`src/rtl/adder_pipe.sv`:
```
// Pipelined ripple-carry adder/subtractor. Each stage adds one STAGE_W-bit chunk and hands
// its carry, the partial sum and the still-unprocessed operand bits to the next stage.
// A single advance enable freezes the whole pipe while the output is stalled.
module adder_pipe #(
    parameter int unsigned WIDTH   = 12,
    parameter int unsigned STAGE_W = 3
) (
    input  logic             clk,
    input  logic             rst,
    input  logic             in_valid,
    output logic             in_ready,
    input  logic [WIDTH-1:0] a,
    input  logic [WIDTH-1:0] b,
    input  logic             c_in,
    input  logic             sub,
    output logic             out_valid,
    input  logic             out_ready,
    output logic [WIDTH-1:0] sum,
    output logic             c_out,
    output logic             ovf
);

    localparam int unsigned STAGES = WIDTH / STAGE_W;

    logic adv;

    assign adv      = !out_valid || out_ready;
    assign in_ready = adv;

    for (genvar k = 0; k < STAGES; k++) begin : g_stage
        // Operand bits still to be added, starting at chunk k.
        localparam int unsigned InW = WIDTH - k * STAGE_W;

        logic [InW-1:0]     in_a;
        logic [InW-1:0]     in_b;
        logic [WIDTH-1:0]   s_in;
        logic               cin;
        logic               vin;
        logic [STAGE_W-1:0] chunk;
        logic               cy_d;
        logic [WIDTH-1:0]   s_d;
        logic [WIDTH-1:0]   s_q;
        logic               cy_q;
        logic               vld_q;

        if (k == 0) begin : g_src
            // Subtraction is a + ~b + 1; c_in is ignored in that mode.
            assign in_a = a;
            assign in_b = sub ? ~b : b;
            assign cin  = sub ? 1'b1 : c_in;
            assign vin  = in_valid;
            assign s_in = '0;
        end else begin : g_src
            assign in_a = g_stage[k-1].g_pass.ra_q;
            assign in_b = g_stage[k-1].g_pass.rb_q;
            assign cin  = g_stage[k-1].cy_q;
            assign vin  = g_stage[k-1].vld_q;
            assign s_in = g_stage[k-1].s_q;
        end

        // Add this stage's chunk and merge it into the partial sum.
        always_comb begin
            {cy_d, chunk} = {1'b0, in_a[STAGE_W-1:0]} + {1'b0, in_b[STAGE_W-1:0]}
                          + {{STAGE_W{1'b0}}, cin};
            s_d = s_in;
            s_d[k*STAGE_W +: STAGE_W] = chunk;
        end

        // Stage register: valid moves on every advance, data only with a real op.
        always_ff @(posedge clk or posedge rst) begin
            if (rst) begin
                vld_q <= 1'b0;
                s_q   <= '0;
                cy_q  <= 1'b0;
            end else if (adv) begin
                vld_q <= vin;
                if (vin) begin
                    s_q  <= s_d;
                    cy_q <= cy_d;
                end
            end
        end

        if (k < STAGES - 1) begin : g_pass
            logic [InW-STAGE_W-1:0] ra_q;
            logic [InW-STAGE_W-1:0] rb_q;

            // Forward only the operand bits later stages still need.
            always_ff @(posedge clk or posedge rst) begin
                if (rst) begin
                    ra_q <= '0;
                    rb_q <= '0;
                end else if (adv && vin) begin
                    ra_q <= in_a[InW-1:STAGE_W];
                    rb_q <= in_b[InW-1:STAGE_W];
                end
            end
        end else begin : g_last
            logic ovf_d;
            logic ovf_q;

            // Carry into the MSB is recovered from the MSB sum bit and its operand bits.
            assign ovf_d = cy_d ^ (in_a[InW-1] ^ in_b[InW-1] ^ chunk[STAGE_W-1]);

            // Overflow flag registered alongside the final sum.
            always_ff @(posedge clk or posedge rst) begin
                if (rst) begin
                    ovf_q <= 1'b0;
                end else if (adv && vin) begin
                    ovf_q <= ovf_d;
                end
            end
        end
    end

    assign out_valid = g_stage[STAGES-1].vld_q;
    assign sum       = g_stage[STAGES-1].s_q;
    assign c_out     = g_stage[STAGES-1].cy_q;
    assign ovf       = g_stage[STAGES-1].g_last.ovf_q;

endmodule
```
`config.mk`:
```
export PLATFORM = sky130hd
export DESIGN_NAME = adder_pipe
export DESIGN_NICKNAME = d
export VERILOG_FILES = /design/src/rtl/adder_pipe.sv
export SDC_FILE = /design/constraint.sdc
export NUM_CORES = 1
export LEC_CHECK = 0
export CORE_ASPECT_RATIO = 0.75
export CORE_MARGIN = 3
export CORE_UTILIZATION = 34
export CTS_CLUSTER_DIAMETER = 50
export DETAILED_ROUTE_END_ITERATION = 16
export SYNTH_ARGS = -nofsm -noshare
export SYNTH_HDL_FRONTEND = slang
export SYNTH_SLANG_ARGS = --single-unit
```
`constraint.sdc`:
```
create_clock -name clk -period 2.3 [get_ports clk]
set_input_delay 0.23 -clock clk [delete_from_list [all_inputs] [get_ports clk]]
set_output_delay 0.23 -clock clk [all_outputs]
set_load 0.05 [all_outputs]
```
==> results by group <==
Synth
  • Cell variety after synth: 28
  • Post-synth ARST share: 1.00
  • Most numerous cell in the Yosys netlist: dfrtp_1
  • Largest family of logic cells by synthesized area: multiplexers
  • Commonest cells post-synth: 75 x dfrtp_1, 41 x mux2_2, 30 x a21oi_1
  • Top cells by area, synth: dfrtp_1 55%, mux2_2 14%, fa_1 4.7%
  • Cell area after synthesis: 0.00339 mm2
  • Adder-Cell Fraction of Synth Area: 0.0767
  • Top FF cell, synth: dfrtp_1
  • Post-Synthesis Cells: 262
  • Top cell type's share of synthesized area: 0.553
  • Sequential fraction of the synthesis area: 0.553
  • XOR/XNOR Fraction of Synth Area: 0.0413
  • Mapped Nets: 308
  • Post-Synth Simple-Gate Area: 0.0365
  • Largest area contributor in the netlist: dfrtp_1
  • Complex-gate fraction of the synthesized area: 0.0760
  • Mean Syn Cell Area: 13.0 um2
  • YS warnings: 0
  • Mux cell area share after synthesis: 0.166
  • Post-synth EDFFs: 0
  • Synth Register Bits: 75

STA
  • Clock Skew: 0.00551 ns
  • Max_slew headroom: 0.666
  • Worst Tran Pin Value: 0.500 ns
  • RSZ-0062 raised after global routing: no
  • Setup violators final: 0
  • Tcrit/Tclk final: 0.851
  • Worst Hold Slack: 0.177 ns
  • Final Hold Viols: 0
  • Final worst slack: 0.344 ns
  • Max frequency: 0.511 GHz
  • Fin. max-slew vios: 0
  • Minimum clock period: 1.96 ns

Die
  • Core area: 0.00938 mm2
  • # IOs: 46
  • Die H: 92.5 um
  • Die Span X: 121 um
  • Starting Density: 0.362
  • Cell Rows: 30
  • Die area: 0.0112 mm2

Clock tree
  • Clk slew on worst S/H paths: 0.06 ns
  • Post-cts resize count: 0
  • Clock sink count: 75
  • Postcts setup bufs: 0
  • TritonCTS buffer count: 9
  • CTS H-tree lvls: 3
  • Clock Latency Late Sink: 0.33 ns
  • Hold_buf cts: 0
  • CTS tree: done
  • Root Buffer: clkbuf_16
  • CTS max path bufs: 2

Route
  • Antenna viol nets, final: 0
  • Met3 wire len: 287 um
  • Met2 wire length: 2630 um
  • Initial DRC count: 106
  • First-pass DRT Iterations: 4
  • DR WL/cell: 13.8 um
  • Wl on met1: 3060 um
  • Uppermost layer routed: met4
  • Vias: 1992
  • Final wirelength: 6070 um
  • DRC Markers: 0
  • Post-detailed-route via-to-cell ratio: 4.52

Place
  • Detail Placement HPWL: 4330 um
  • DP Worst Slack: -0.00203 ns
  • GP Congestion: 0.751
  • Placed instance count: 425
  • Buffers added on ports: 45

Status
  • Run status: finished, final reports clean

Global route
  • Largest net degree at the start of global routing: 62
  • First-pass GRT wire length: 10600 um
  • Vias in the first global route: 2093
  • Total track usage: 0.122
  • Grt ovf: 0
  • Antenna violations before repair: 0

Power
  • PnR Total Power: 6350 uW
  • PwrDens: 1480 mW/mm2
  • P_leak: 0.00184 uW
  • Worst VDD drop: 0.000406 V

Critical path
  • Worst stage delay on the critical path: 0.56 ns
  • Crit Path Class: in2reg
  • Worst EP required: 2.52 ns
  • R2R depth: 5
  • Buf/Inv on CP: 2
  • Critical Path, Cell by Cell: clkdlybuf4s50_1 > xnor2_1 > fa_1 > inv_1 > fa_1 > mux2_2
  • Crit Path Max Fanout: 4
  • Slowest CP cell: clkdlybuf4s50_1
  • Crit path launch type: input port
  • Crit path arrival time: 2.17 ns
  • Crit-path leading delay family: adder cells
  • Top cell by count, worst path: fa_1
  • Instance count on the critical path: 6
  • CP endpoint kind: flop

Layout
  • Non-Filler Instances: 441
  • Area growth, synth to finish: 26.6%
  • Final Util: 0.458
  • Final nets: 354
  • Layout cells sized above 1: 0.236
  • Diode count: 0

Flow run
  • Max_cap viols: 0

Hold path
  • Hold Path Class: in2async
cell families (layout without fill, tap and decap cells):
kind of cell | count (synthesis) | in the layout
and+or+nand+nor | 21 | 21
buffers and inverters | 37 | 88
muxes | 48 | 48
adders and majority gates | 16 | 16
AOI/OAI and AO/OA | 49 | 49
DFF | 75 | 75
xor gates and xnor gates | 16 | 16
placed cells by master (no fill, tap or decap), types with 3 or more instances in the layout:
master	instances
ha_1	8
a21oi_1	30
mux2_2	41
a31oi_1	5
dfrtp_1	75
inv_1	21
buf_4	5
mux2_4	6
inv_6	3
o21ai_0	12
nand3_1	6
clkdlybuf4s50_1	44
fa_1	8
nor2b_1	3
clkbuf_16	9
xor2_1	4
xnor2_1	12
sequential cells by signal (all words and copies together) (netlist names):
| name | flops |
|---|---|
| ovf | 1 |
| g_stage.vld_q | 3 |
| sum | 12 |
| c_out | 1 |
| g_stage.cy_q | 3 |
| g_stage.g_pass.rb_q | 18 |
| g_stage.s_q | 18 |
| g_stage.g_pass.ra_q | 18 |
| out_valid | 1 |
area by class of cell:
cell class              instances  area (um2)
flip-flops and latches         75        1880
inverters                      22        82.6
clock buffers                  10         239
clock inverters                 6        95.1
multi-input cells             150        1340
fillers                       880        5090
well taps                     128         160
repair buffers                 50         498
through the flow:
stage | cell area, um2 | TNS (ns)
detailed placement | 3960 | -0.00203
global placement | 3960 | 0
finish | 4300 | 0
CTS | 4300 | 0
floorplan | 3390 | 0
global route | 4300 | 0
where the power goes:
part           switching (uW)  total, uW  internal (uW)
Sequential                350       2270           1920
Clock                     561       1550            993
Combinational            1340       2520           1180
worst register-to-register path: cells and delay by family (launching register included):
kind | cells | cell delay [ns]
DFF | 1 | 0.35
muxes | 1 | 0.27
xor gates and xnor gates | 1 | 0.17
adders and majority gates | 2 | 0.86
buffers and inverters | 1 | 0.06
final timing paths:
kind | slack, ns | end | startpoint
max | 0.34 | g_stage[0].s_q[1]$_DFFE_PP0P_ | sub
min | 0.18 | sum[2]$_DFFE_PP0P_ | rst
max reg2reg | 0.47 | g_stage[2].s_q[8]$_DFFE_PP0P_ | g_stage[1].cy_q$_DFFE_PP0P_
min reg2reg | 0.50 | g_stage[1].s_q[1]$_DFFE_PP0P_ | g_stage[1].s_q[1]$_DFFE_PP0P_
max in group asynchronous | 1.50 | g_stage[2].g_pass.ra_q[0]$_DFFE_PP0P_ | rst
min in group clk | 0.47 | g_stage[0].g_pass.ra_q[0]$_DFFE_PP0P_ | a[3]
metal layers:
metal | up-vias | GRT usage
li1 | 982 | -
met1 | 961 | 0.168
met2 | 40 | 0.177
met3 | 9 | 0.0427
met4 | 0 | 0.0448
met5 | - | 0
Power figures use the tool's default switching activity.
